==> src/rtl/hysteresis_stream_if.sv <==
// Valid/ready bundle for hysteresis_stream: magnitude input stream and edge-map output stream.
// The slave modport is the hysteresis stage itself; master is the surrounding pipeline.
interface hysteresis_stream_if #(
  parameter int DATA_W = 8
);
  logic              in_valid;
  logic              in_ready;
  logic [DATA_W-1:0] in_pix;
  logic              out_valid;
  logic              out_ready;
  logic [7:0]        out_pix;
  logic              out_last;

  modport master (
    output in_valid, in_pix, out_ready,
    input  in_ready, out_valid, out_pix, out_last
  );

  modport slave (
    input  in_valid, in_pix, out_ready,
    output in_ready, out_valid, out_pix, out_last
  );
endinterface

==> src/rtl/hysteresis_stream.sv <==
// Streaming Canny hysteresis: classifies magnitudes, promotes weak pixels touching a strong one.
// Optional feature macro HYSTERESIS_STATS_EN adds promoted/suppressed weak-pixel counters.
module hysteresis_stream #(
  parameter int         DATA_W     = 8,
  parameter int         IMG_W      = 16,
  parameter int         IMG_H      = 16,
  parameter logic [7:0] EDGE_PIXEL = 8'd255
) (
  input  logic              clk,
  input  logic              reset_n,
  input  logic              start,
  input  logic [DATA_W-1:0] thr_low,
  input  logic [DATA_W-1:0] thr_high,
  output logic              busy,
  output logic              done,
`ifdef HYSTERESIS_STATS_EN
  output logic [$clog2(IMG_W*IMG_H+1)-1:0] promoted_count,
  output logic [$clog2(IMG_W*IMG_H+1)-1:0] suppressed_count,
`endif
  hysteresis_stream_if.slave bus
);

  localparam int NPIX  = IMG_W * IMG_H;
  localparam int CNT_W = $clog2(NPIX + 1);
  localparam int COL_W = $clog2(IMG_W);
  localparam int ROW_W = $clog2(IMG_H);
  localparam logic [CNT_W-1:0] FILL_END = CNT_W'(IMG_W);
  localparam logic [CNT_W-1:0] PIX_LAST = CNT_W'(NPIX - 1);
  localparam logic [CNT_W-1:0] PIX_ALL  = CNT_W'(NPIX);
  localparam logic [COL_W-1:0] COL_LAST = COL_W'(IMG_W - 1);
  localparam logic [ROW_W-1:0] ROW_LAST = ROW_W'(IMG_H - 1);

  typedef enum logic [2:0] {S_IDLE, S_FILL, S_STREAM, S_FLUSH, S_DONE} state_t;
  typedef enum logic [1:0] {CLS_NONE = 2'd0, CLS_WEAK = 2'd1, CLS_STRONG = 2'd2} cls_t;

  state_t            state, state_nxt;
  logic [DATA_W-1:0] thr_low_q, thr_high_q;
  logic [CNT_W-1:0]  in_cnt, out_cnt;
  logic [COL_W-1:0]  lb_col, cen_col;
  logic [ROW_W-1:0]  cen_row;
  cls_t              lb_a [IMG_W];
  cls_t              lb_b [IMG_W];
  cls_t              win_l [3];
  cls_t              win_m [3];
  cls_t              in_cls, push_cls, up_cls, mid_cls;
  logic              out_free, start_ok, push, emit;
  logic              border, nbr_strong, is_edge;

  assign out_free = bus.out_ready || !bus.out_valid;
  assign busy     = (state == S_FILL) || (state == S_STREAM) || (state == S_FLUSH);
  assign done     = (state == S_DONE);

  // The incoming pixel plus the two line-buffer reads form the right-hand window column.
  always_comb begin
    in_cls = CLS_NONE;
    if (bus.in_pix >= thr_high_q) begin
      in_cls = CLS_STRONG;
    end else if (bus.in_pix >= thr_low_q) begin
      in_cls = CLS_WEAK;
    end
    push_cls = (state == S_FLUSH) ? CLS_NONE : in_cls;
    up_cls   = lb_b[lb_col];
    mid_cls  = lb_a[lb_col];
  end

  always_comb begin
    border = (cen_row == '0) || (cen_row == ROW_LAST) ||
             (cen_col == '0) || (cen_col == COL_LAST);
    nbr_strong = (win_l[0] == CLS_STRONG) || (win_l[1] == CLS_STRONG) ||
                 (win_l[2] == CLS_STRONG) || (win_m[0] == CLS_STRONG) ||
                 (win_m[2] == CLS_STRONG) || (up_cls == CLS_STRONG) ||
                 (mid_cls == CLS_STRONG) || (push_cls == CLS_STRONG);
    is_edge = (win_m[1] == CLS_STRONG) ||
              ((win_m[1] == CLS_WEAK) && !border && nbr_strong);
  end

  always_comb begin
    state_nxt    = state;
    bus.in_ready = 1'b0;
    start_ok     = 1'b0;
    push         = 1'b0;
    emit         = 1'b0;
    case (state)
      S_IDLE: begin
        if (start) begin
          start_ok  = 1'b1;
          state_nxt = S_FILL;
        end
      end
      S_FILL: begin
        bus.in_ready = 1'b1;
        if (bus.in_valid) begin
          push = 1'b1;
          if (in_cnt == FILL_END) state_nxt = S_STREAM;
        end
      end
      S_STREAM: begin
        bus.in_ready = out_free;
        if (bus.in_valid && out_free) begin
          push = 1'b1;
          emit = 1'b1;
          if (in_cnt == PIX_LAST) state_nxt = S_FLUSH;
        end
      end
      S_FLUSH: begin
        if ((out_cnt != PIX_ALL) && out_free) begin
          push = 1'b1;
          emit = 1'b1;
        end
        if (bus.out_valid && bus.out_ready && bus.out_last) state_nxt = S_DONE;
      end
      S_DONE:  state_nxt = S_IDLE;
      default: state_nxt = S_IDLE;
    endcase
  end

  always_ff @(posedge clk or negedge reset_n) begin
    if (!reset_n) state <= S_IDLE;
    else          state <= state_nxt;
  end

  always_ff @(posedge clk or negedge reset_n) begin
    if (!reset_n) begin
      thr_low_q  <= '0;
      thr_high_q <= '0;
      in_cnt     <= '0;
      out_cnt    <= '0;
      lb_col     <= '0;
      cen_row    <= '0;
      cen_col    <= '0;
      for (int i = 0; i < 3; i++) begin
        win_l[i] <= CLS_NONE;
        win_m[i] <= CLS_NONE;
      end
    end else begin
      if (start_ok) begin
        thr_low_q  <= thr_low;
        thr_high_q <= thr_high;
        in_cnt     <= '0;
        out_cnt    <= '0;
        lb_col     <= '0;
        cen_row    <= '0;
        cen_col    <= '0;
      end
      if (push) begin
        lb_col <= (lb_col == COL_LAST) ? '0 : lb_col + 1'b1;
        if (state != S_FLUSH) in_cnt <= in_cnt + 1'b1;
        for (int i = 0; i < 3; i++) win_l[i] <= win_m[i];
        win_m[0] <= up_cls;
        win_m[1] <= mid_cls;
        win_m[2] <= push_cls;
      end
      if (emit) begin
        out_cnt <= out_cnt + 1'b1;
        if (cen_col == COL_LAST) begin
          cen_col <= '0;
          cen_row <= (cen_row == ROW_LAST) ? '0 : cen_row + 1'b1;
        end else begin
          cen_col <= cen_col + 1'b1;
        end
      end
    end
  end

  // Line buffers need no reset: FILL rewrites every slot before a non-border centre reads it.
  always_ff @(posedge clk) begin
    if (push) begin
      lb_a[lb_col] <= push_cls;
      lb_b[lb_col] <= mid_cls;
    end
  end

  always_ff @(posedge clk or negedge reset_n) begin
    if (!reset_n) begin
      bus.out_valid <= 1'b0;
      bus.out_pix   <= '0;
      bus.out_last  <= 1'b0;
    end else if (emit) begin
      bus.out_valid <= 1'b1;
      bus.out_pix   <= is_edge ? EDGE_PIXEL : 8'd0;
      bus.out_last  <= (out_cnt == PIX_LAST);
    end else if (bus.out_ready) begin
      bus.out_valid <= 1'b0;
      bus.out_last  <= 1'b0;
    end
  end

`ifdef HYSTERESIS_STATS_EN
  logic out_weak, out_prom;

  // Counts are taken when the beat is handed off, so stalls never double-count.
  always_ff @(posedge clk or negedge reset_n) begin
    if (!reset_n) begin
      out_weak         <= 1'b0;
      out_prom         <= 1'b0;
      promoted_count   <= '0;
      suppressed_count <= '0;
    end else begin
      if (emit) begin
        out_weak <= (win_m[1] == CLS_WEAK);
        out_prom <= is_edge;
      end
      if (start_ok) begin
        promoted_count   <= '0;
        suppressed_count <= '0;
      end else if (bus.out_valid && bus.out_ready && out_weak) begin
        if (out_prom) promoted_count   <= promoted_count + 1'b1;
        else          suppressed_count <= suppressed_count + 1'b1;
      end
    end
  end
`endif

endmodule
==> src/flat_wrapper.sv <==
// flat-port wrapper written by rule: the top's interface ports become plain ports
module hysteresis_stream_flat 
#(
  parameter int         DATA_W     = 8,
  parameter int         IMG_W      = 16,
  parameter int         IMG_H      = 16,
  parameter logic [7:0] EDGE_PIXEL = 8'd255
)
  (clk, reset_n, start, thr_low, thr_high, busy, done, bus_in_valid, bus_in_pix, bus_out_ready, bus_in_ready, bus_out_valid, bus_out_pix, bus_out_last);
  hysteresis_stream_if #(.DATA_W(DATA_W)) bus_i ();
  input  logic clk;
  input  logic reset_n;
  input  logic start;
  input  logic [DATA_W-1:0] thr_low;
  input  logic [DATA_W-1:0] thr_high;
  output logic busy;
  output logic done;
  input wire logic [$bits(bus_i.in_valid)-1:0] bus_in_valid;
  input wire logic [$bits(bus_i.in_pix)-1:0] bus_in_pix;
  input wire logic [$bits(bus_i.out_ready)-1:0] bus_out_ready;
  output wire logic [$bits(bus_i.in_ready)-1:0] bus_in_ready;
  output wire logic [$bits(bus_i.out_valid)-1:0] bus_out_valid;
  output wire logic [$bits(bus_i.out_pix)-1:0] bus_out_pix;
  output wire logic [$bits(bus_i.out_last)-1:0] bus_out_last;
  assign bus_i.in_valid = bus_in_valid;
  assign bus_i.in_pix = bus_in_pix;
  assign bus_i.out_ready = bus_out_ready;
  assign bus_in_ready = bus_i.in_ready;
  assign bus_out_valid = bus_i.out_valid;
  assign bus_out_pix = bus_i.out_pix;
  assign bus_out_last = bus_i.out_last;
  hysteresis_stream #(.DATA_W(DATA_W), .IMG_W(IMG_W), .IMG_H(IMG_H), .EDGE_PIXEL(EDGE_PIXEL)) u_core (.clk(clk), .reset_n(reset_n), .start(start), .thr_low(thr_low), .thr_high(thr_high), .busy(busy), .done(done), .bus(bus_i));
endmodule
==> config.mk <==
export PLATFORM = sky130hd
export DESIGN_NAME = hysteresis_stream_flat
export DESIGN_NICKNAME = d
export VERILOG_FILES = /design/src/rtl/hysteresis_stream_if.sv /design/src/rtl/hysteresis_stream.sv /design/src/flat_wrapper.sv
export SDC_FILE = /design/constraint.sdc
export NUM_CORES = 1
export LEC_CHECK = 0
export CAP_MARGIN = 20
export CORE_ASPECT_RATIO = 0.8
export CORE_MARGIN = 2
export CORE_UTILIZATION = 59
export DETAILED_ROUTE_END_ITERATION = 8
export GPL_TIMING_DRIVEN = 0
export PLACE_DENSITY = 0.8
export REMOVE_ABC_BUFFERS = 1
export SLEW_MARGIN = 15
export SYNTH_ARGS = -nofsm -noshare
export SYNTH_HDL_FRONTEND = slang
export SYNTH_SLANG_ARGS = --single-unit
==> constraint.sdc <==
create_clock -name clk -period 3.21 [get_ports clk]
set_input_delay 0.4815 -clock clk [delete_from_list [all_inputs] [get_ports clk]]
set_output_delay 0.4815 -clock clk [all_outputs]
set_load 0.05 [all_outputs]
Word level (Yosys, flattened, before mapping)
Memory sizes are Yosys's and may differ from the RTL's.
Index checks and enable logic that the tools add are counted.
{"block": "classes", "n_mux": 38, "reduce_logical": 29, "n_lt_le_gt_ge": 2, "eq_ne": 28, "add_sub_neg": 5}
{"cell": "$mux W9", "n": 5}
{"cell": "$mux W4", "n": 9}
{"cell": "$add A9 B1 Y9 const B", "n": 2}
{"cell": "$eq A2 B2 Y1 const B", "n": 9}
{"cell": "$eq A9 B8 Y1 const B", "n": 2}
{"cell": "$mux W3", "n": 6}
{"cell": "$ge A8 B8 Y1", "n": 2}
{"cell": "$logic_or A1 B1 Y1", "n": 14}
{"cell": "$add A4 B1 Y4 const B", "n": 3}
{"cell": "$eq A4 B4 Y1 const B", "n": 3}
{"cell": "$ne A2 B2 Y1 const B", "n": 6}
{"cell": "$pmux W3 S4", "n": 1}
{"cell": "$mux W1", "n": 11}
{"cell": "$eq A9 B5 Y1 const B", "n": 1}
{"cell": "$ne A9 B9 Y1 const B", "n": 1}
{"cell": "$logic_not A4 Y1", "n": 2}
{"cell": "$mux W8", "n": 1}
{"cell": "$eq A3 B2 Y1 const B", "n": 2}
{"cell": "$logic_and A1 B1 Y1", "n": 6}
{"cell": "$reduce_and A6 Y1", "n": 1}
{"cell": "$reduce_bool A2 Y1", "n": 3}
{"cell": "$mux W2", "n": 2}
{"cell": "$pmux W1 S2", "n": 2}
{"cell": "$eq A3 B1 Y1 const B", "n": 1}
{"cell": "other kinds (6)", "n": 7}
{"block": "totals", "n_memories": 2, "ram_bits": 64, "register_bits": 71, "out_inout_bits": 13}
{"memory": "u_core.lb_a", "depth": 16, "width": 2, "read_ports": 1, "rd_clocked_by_memory_dff": 0, "write_ports": 1, "line": "hysteresis_stream.sv:41", "source": "cls_t lb_a [IMG_W];"}
{"memory": "u_core.lb_b", "depth": 16, "width": 2, "read_ports": 1, "rd_clocked_by_memory_dff": 0, "write_ports": 1, "line": "hysteresis_stream.sv:42", "source": "cls_t lb_b [IMG_W];"}

Longest topological paths before layout
Gate-level depths: netlist of run 1.
{"block": "depth", "ltp_word": 11, "mapped_depth": 9}

Worst setup path before layout of run 1
OpenSTA, ideal clock, no wires.
{"block": "synth_timing", "path_kind": "register to register", "startpoint": "reg u_core.bus.out_valid", "endpoint": "mem u_core.lb_a[0][0] (netlist bit) (enable)", "arrival_ns": 2.155, "path_slack_ns": 0.694, "path_stages_with_launch": 8, "path_cell_list": "dfrtp_1 nor2b_1 nor3b_1 o211ai_2 o31ai_4 buf_6 nand2_1 nor3_1"}
{"block": "synth_via", "elab_chain_len": 7, "elab_cells_between_ends": 9, "classes_between": "5 x mux; 4 x reduce/logical"}
{"item": "start, declared", "line": "hysteresis_stream_if.sv:21", "source": "output in_ready, out_valid, out_pix, out_last"}
{"item": "start signal, assigned", "line": "hysteresis_stream.sv:175", "source": "bus.out_valid <= 1'b0;"}
{"item": "start signal, assigned", "line": "hysteresis_stream.sv:179", "source": "bus.out_valid <= 1'b1;"}
{"item": "start signal, assigned", "line": "hysteresis_stream.sv:183", "source": "bus.out_valid <= 1'b0;"}
{"item": "$logic_not A1 Y1 *", "line": "hysteresis_stream.sv:49", "source": "assign out_free = bus.out_ready || !bus.out_valid;"}
{"item": "$logic_or A1 B1 Y1 *", "line": "hysteresis_stream.sv:49"}
{"item": "$logic_and A1 B1 Y1 (on tied branches)", "line": "hysteresis_stream.sv:106, hysteresis_stream.sv:99"}
{"item": "$mux W1 (on tied branches)", "line": "hysteresis_stream.sv:106, hysteresis_stream.sv:99"}
{"item": "$pmux W1 S3 *", "line": "hysteresis_stream.sv:83", "source": "case (state)"}
{"item": "$mux W1 *", "line": "hysteresis_stream.sv:167", "source": "if (push) begin"}
{"item": "$mux W1 (implied by the code) *", "line": "hysteresis_stream.sv:168", "source": "lb_a[lb_col] <= push_cls;"}
{"item": "end, declared", "line": "hysteresis_stream.sv:41"}
Mark *: on every way between the ends. The rest lies on a longest branch, timed or not.

Worst setup path after layout of run 1
{"block": "layout_timing", "startpoint": "in bus_out_ready", "endpoint": "out bus_in_ready"}
{"block": "layout_via", "elab_chain_len": 2}
{"item": "start, declared", "line": "flat_wrapper.sv:20", "source": "input wire logic [$bits(bus_i.out_ready)-1:0] bus_out_ready;"}
{"item": "$logic_or A1 B1 Y1", "line": "hysteresis_stream.sv:49"}
{"item": "$pmux W1 S2", "line": "hysteresis_stream.sv:83"}
{"item": "end, declared", "line": "flat_wrapper.sv:21", "source": "output wire logic [$bits(bus_i.in_ready)-1:0] bus_in_ready;"}
No other way between the ends.

==> impl_metrics.yaml, run 1 <==
worst_setup_path:
  cp_data_arrival_time_ps: 2490
  critical_path.startpoint_type: "primary input"
  crit_path_frequent_cell: "clkdlybuf4s50_1"
  library_cell_contributing_the_largest_single_delay_on_the_critical_path: "clkdlybuf4s50_1"
  crit_path_max_incr_delay_ps: 790
  timing.critical_path.max_delay_family: "buffers and inverters"
  cp_cell_sequence: "clkdlybuf4s50_1, nor2b_2, nor3b_1, o21a_1, clkdlybuf4s50_1"
  worstPathMaxFanout: 7
  worstSetupPathType: "in2out"
  setup.worst_path.end_class: "output pin"
  cp.required_ps: 2730
  reg2reg_setup_slack_ps: 350
  worstPathBufferInverterCount: 2
timing:
  totalNegativeSetupSlack_ps: 0
  slew-limit-headroom: 0.368
  finClkSkew_ps: 7.00
  rsz0062_at_grt: "false"
  fin_crit_ps: 2970
  slew_violations: 0
  clock.fmax_mhz: 336
  whs_ps: 481
  setup_viol_count_final: 0
  timing_hold_violations_final: 0
  slew_at_the_pin_closest_to_its_max_slew_limit_ps: 942
  layout_worst_path_cycle_share: 0.927
die:
  fp-row-count: 33
  full_die_area_mm2: 0.0112
  io_pins: 42
  die_x_um: 118
  initial_standard_cell_utilization_of_the_core: 0.602
  die_y_um: 95.3
  core_region_area_mm2: 0.0102
clock_tree:
  worst_setup_hold_path_clk_slew_ps: 60
  cts_max_level: 4
  tritoncts: "yes"
  cts_setup_buffers: 0
  worst_skew_pair.late_latency_ps: 410
  cts_buffers: 17
  clockRootBuffer: "clkbuf_16"
  cts_max_path_buffers: 2
  clock_sink_count: 128
final_layout:
  finish.net_count: 605
  final_util: 0.704
  multi_input_comb_area_mm2: 0.00234
  layout.area.seq_mm2: 0.00352
  syn_to_final_growth_pct: 17.0
  n_antenna_cell: 0
  filler_cell_count: 668
  final_layout_size_suffix_gt1_frac: 0.123
place:
  placement.io_buffers: 41
  detailedPlacementHpwl_mm: 8.06
  gpl.final_weighted_congestion: 0.833
global_routing:
  antenna_found_initial: 0
  vias_in_the_first_global_route: 4123
  total_routing_resource_utilization_after_global_routing: 0.248
  largest_net_degree_at_the_start_of_global_routing: 48
  residual_overflow_from_global_routing: 0
  grt_first_pass_wirelength_mm: 21.1
synth:
  ys_seq_elements: 128
  biggest_area_contributors_in_the_synthesized_netlist: "edfxtp_1 (31%), dfrtp_1 (26%), ha_1 (6.1%)"
  synth_edf_count: 64
  yosysTopAreaCellShare: 0.313
  synth_top_cells_by_count: "dfrtp_1 (64), edfxtp_1 (64), nand2_1 (62)"
  synth_largest_area_cell: "edfxtp_1"
  synth.yosys.warnings: 0
  postSynth.asyncResetShare: 0.500
  synth_ff_type: "edfxtp_1"
  syn-instance-count: 507
  synth_area_mm2: 0.00614
  netlist-cell-type-count: 53
  synth-seq-area-share: 0.574
  postSynthAreaPerCell_um2: 12.1
routing:
  via_per_inst: 5.94
  vias: 4151
  drt-pass1-iter-count: 5
  avgRoutedWirePerCell_um: 18.5
  drt_drc_violations_left: 0
  drt-initial-drc-count: 414
  route.final.wire_length_mm: 13.0
  antenna_violating_nets_post_route: 0
min_path:
  hold_path_class: "in2async"
run_status:
  outcome: "finished, final reports clean"
pwr:
  report.power.total_mw: 6.86
  p_per_area_mw_per_mm2: 955
  leakagePower_nw: 2.97
  worst_ir_drop_vdd_mv: 0.419
job:
  drv_cap: 0
-- worst reg2reg max path, delay by kind of cell (launching register included) --
family             cells  cell delay [ps]
AOI/OAI and AO/OA      2              540
DFF                    1              380
and+or+nand+nor        4             1570
-- layout by cell type, fill, tap and decap left out, types with 6 or more instances in the layout --
master	instances
edfxtp_1	64
dfrtp_1	63
nand2_1	62
clkdlybuf4s50_1	40
nor2_1	37
inv_1	35
o21ai_0	31
ha_1	30
nand3_1	17
clkbuf_16	17
mux4_2	16
a21o_1	10
a21oi_1	9
nand4_1	8
a22oi_1	8
mux2i_1	7
o31ai_1	7
nand2b_1	6
nor3_1	6
clkinv_2	6
-- registers in the layout, indices dropped and copies added (netlist names) --
register,flops
u_core.lb_a,32
u_core.lb_b,32
u_core.in_cnt,9
u_core.out_cnt,9
u_core.thr_high_q,8
u_core.thr_low_q,8
u_core.win_l,6
u_core.win_m,6
u_core.cen_col,4
u_core.cen_row,4
u_core.lb_col,4
u_core.state,3
u_core.bus.out_last,1
u_core.bus.out_pix,1
u_core.bus.out_valid,1
-- final timing paths --
check	from	endpoint	cells after the start
max	bus_out_ready	bus_in_ready	5
min	reset_n	u_core.thr_low_q[5]$_DFFE_PN0P_	2
max reg2reg	u_core.bus.out_valid$_DFFE_PN0P_	u_core.lb_b[3][1]$_DFFE_PP_	6
min reg2reg	u_core.thr_high_q[0]$_DFFE_PN0P_	u_core.thr_high_q[0]$_DFFE_PN0P_	2
max in group asynchronous	reset_n	u_core.cen_row[3]$_DFF_PN0_	3
min in group clk	u_core.thr_high_q[0]$_DFFE_PN0P_	u_core.thr_high_q[0]$_DFFE_PN0P_	2
-- logic make-up after synthesis --
logic type	Yosys count	share of synthesized area
AO/OA/AOI/OAI	90	0.0994
AND/OR/NAND/NOR	166	0.130
multiplexers	28	0.0793
flip-flops	128	0.574
buffers and inverters	60	0.0489
adder cells (fa/ha/maj)	30	0.0611
XOR/XNOR	5	0.00713
-- routing by layer --
metal | track usage | up-vias | routed length, µm
li1 | - | 1917 | -
met1 | 0.322 | 2043 | 5600
met2 | 0.394 | 164 | 6290
met3 | 0.0724 | 27 | 761
met4 | 0.109 | 0 | 318
met5 | 0 | - | 0
-- stage by stage --
stage               instance area (µm²)  setup slack (ps)  std cells
floorplan                          5970              44.2        482
global placement                   6560              -430        663
detailed placement                 6580              -256        664
CTS                                7150              12.8        697
global route                       7180               175        699
finish                             7180               235        699
-- layout make-up --
type / count / area share
clock buffers: 25 / 0.0690
clock inverters: 7 / 0.00836
inverters: 35 / 0.0183
multi-input cells: 320 / 0.326
flip-flops and latches: 128 / 0.491
well taps: 140 / 0.0244
repair buffers: 44 / 0.0636
-- power by group --
part           switching, mW  internal [mW]  leakage [nW]  total, mW
registers              0.425           2.34          1.39       2.76
logic                   1.39          0.901          1.30       2.29
clock network          0.666           1.14         0.281       1.80
-- timing repair --
| action | CTS | global route |
|---|---|---|
| endpoints found under the setup margin | 0 | 28 |
| hold buffers | 1 | 0 |
| gates resized for setup | 0 | 1 |
| hold endpoints to repair | 17 | 0 |
(Power assumes the default switching activity.)
==> inputs of run 2 (changes only) <==
SLEW_MARGIN = 20   (was 15)
==> run 2 against run 1 <==
Against the previous run:
- clock power increased by 7%
- global-route usage decreased by 0.33 points
- design area increased by 0.92%
- non-clock buffer count unchanged
- critical path depth unchanged
- register-to-register slack improved by 30 ps
- core utilization increased by 0.65 points
- wire length increased by 0.76%
- clock skew about the same
- critical endpoint unchanged
- largest cell class unchanged
==> impl_metrics.yaml, run 2 (synthesis gave the netlist of run 1 again) <==
pwr:
  leakagePower_nw: 3.00
  p_per_area_mw_per_mm2: 964
  worst_ir_drop_vdd_mv: 0.653
  report.power.total_mw: 6.99
routing:
  drt_drc_violations_left: 0
  drt-initial-drc-count: 378
  via_per_inst: 5.85
  avgRoutedWirePerCell_um: 18.7
  vias: 4089
  drt-pass1-iter-count: 5
  antenna_violating_nets_post_route: 0
  route.final.wire_length_mm: 13.1
run_status:
  outcome: "finished, final reports clean"
final_layout:
  final_cell_mix: "edfxtp_1 (64), dfrtp_1 (63), nand2_1 (62), clkdlybuf4s50_1 (40), nor2_1 (37)"
  finish.net_count: 605
  final_layout_size_suffix_gt1_frac: 0.127
  syn_to_final_growth_pct: 18.0
  commonest_non_fill_non_tap_cell_in_the_layout: "edfxtp_1"
  filler_cell_count: 664
  largestRegisters: "u_core.lb_a (32), u_core.lb_b (32)"
  n_antenna_cell: 0
worst_setup_path:
  crit_path_frequent_cell: "clkdlybuf4s50_1"
  cp_cell_sequence: "clkdlybuf4s50_1, nor2b_2, nor3b_1, o21a_1, clkdlybuf4s50_1"
  worst_r2r_path_depth: 5
  reg2reg_setup_slack_ps: 380
  worstPathMaxFanout: 7
  library_cell_contributing_the_largest_single_delay_on_the_critical_path: "clkdlybuf4s50_1"
  cp_data_arrival_time_ps: 2460
  crit_path_max_incr_delay_ps: 800
  crit_end: "bus_in_ready"
  critical_path.reg2reg.startpoint: "u_core.state[1]$_DFFE_PN0P_"
  cp-startpoint: "bus_out_ready"
  cp.required_ps: 2730
  crit-reg2reg-capture: "u_core.lb_b[3][1]$_DFFE_PP_"
  setup.worst_path.end_class: "output pin"
  worstPathBufferInverterCount: 2
  critical_path.startpoint_type: "primary input"
  timing.critical_path.max_delay_family: "buffers and inverters"
  critical_path_depth: 5
  worstSetupPathType: "in2out"
global_routing:
  residual_overflow_from_global_routing: 0
  vias_in_the_first_global_route: 4122
  antenna_found_initial: 0
  grtUsageMet2: 0.394
  largest_net_degree_at_the_start_of_global_routing: 48
  grt.met1_usage: 0.324
  total_routing_resource_utilization_after_global_routing: 0.244
  global_route.usage.met3: 0.0712
  gr-max-usage-layer: "met2"
  grt_first_pass_wirelength_mm: 21.1
clock_tree:
  cts_buffers: 17
  cts_max_path_buffers: 2
  cts_max_level: 4
  worst_setup_hold_path_clk_slew_ps: 60
  clockRootBuffer: "clkbuf_16"
  worst_skew_pair.late_latency_ps: 410
  clock_sink_count: 128
  cts_setup_buffers: 0
  tritoncts: "yes"
timing:
  slew_at_the_pin_closest_to_its_max_slew_limit_ps: 1080
  slew-limit-headroom: 0.282
  setup_viol_count_final: 0
  timing_hold_violations_final: 0
  rsz0062_at_grt: "false"
  finClkSkew_ps: 7.32
  slew_violations: 0
  layout_worst_path_cycle_share: 0.918
  clock.fmax_mhz: 339
  totalNegativeSetupSlack_ps: 0
  fin_crit_ps: 2950
  smallest_setup_slack_after_layout_ps: 264
die:
  full_die_area_mm2: 0.0112
  initial_standard_cell_utilization_of_the_core: 0.602
  core_region_area_mm2: 0.0102
  die_x_um: 118
  io_pins: 42
  die_y_um: 95.3
  fp-row-count: 33
place:
  placement.io_buffers: 41
  gpl.final_weighted_congestion: 0.833
  detailedPlacementHpwl_mm: 8.11
  pre_cts_slack_ps: -232
job:
  drv_cap: 0
min_path:
  hold_path_class: "reg2reg"
==> run 2: changes by cell type in the layout (fill, tap and decap cells not counted), sizes merged <==
cell    previous run  this run
clkbuf            25        24
inv               35        36
==> run 2: worst min path at each step <==
stage	from	endpoint	slack, ps	cells past startpoint
finish	u_core.thr_high_q[0]$_DFFE_PN0P_	u_core.thr_high_q[0]$_DFFE_PN0P_	480	2
CTS	reset_n	u_core.thr_low_q[5]$_DFFE_PN0P_	490	2
floorplan	reset_n	u_core.bus.out_last$_DFFE_PN0P_	190	0
global placement	u_core.win_m[1]$_DFFE_PN0P_	u_core.win_l[1]$_DFFE_PN0P_	460	2
global route	u_core.thr_high_q[0]$_DFFE_PN0P_	u_core.thr_high_q[0]$_DFFE_PN0P_	500	2
detailed placement	reset_n	u_core.thr_low_q[5]$_DFFE_PN0P_	380	1
==> run 2: final cells by class <==
class                           count  area (µm²)  share of cell area
Multi-Input combinational cell    320        2340               0.323
Clock inverter                      8        70.1             0.00967
Inverter                           35         131              0.0181
Sequential cell                   128        3520               0.486
Tap cell                          140         175              0.0242
Clock buffer                       24         536              0.0739
Timing Repair Buffer               44         473              0.0653
==> run 2: layer usage <==
| metal | vias up | part of all wire |
|---|---|---|
| met5 | - | 0 |
| met4 | 0 | 0.015 |
| met3 | 21 | 0.065 |
| li1 | 1918 | - |
| met1 | 1985 | 0.44 |
| met2 | 165 | 0.48 |
==> run 2: what timing repair did <==
item                                    4_1_cts  5_1_grt
endpoints found under the setup margin        0       24
gates resized for setup                       0        1
hold buffers                                  1        0
hold endpoints to repair                     17        0
==> run 2: metrics by stage <==
stage,std cells,hold WS (ps),instance area [µm²],utilization
2_1_floorplan,482,186,5970,-
3_3_place_gp,663,464,6560,0.643
3_5_place_dp,665,379,6610,0.648
4_1_cts,698,491,7230,0.709
5_1_grt,699,503,7250,0.711
6_report,699,482,7250,0.711
==> run 2: worst reg2reg max path: stages, from the launching register on <==
cell	delay [ps]
dfrtp_1	530
nor2b_1	210
nand2_1	170
o31ai_4	620
nand2_1	390
nor3_1	540
==> run 2: power breakdown <==
part | leakage, nW | total (mW) | internal, mW | switching (mW)
Sequential | 1.39 | 2.76 | 2.34 | 0.426
Combinational | 1.30 | 2.29 | 0.893 | 1.40
Clock | 0.305 | 1.93 | 1.24 | 0.692
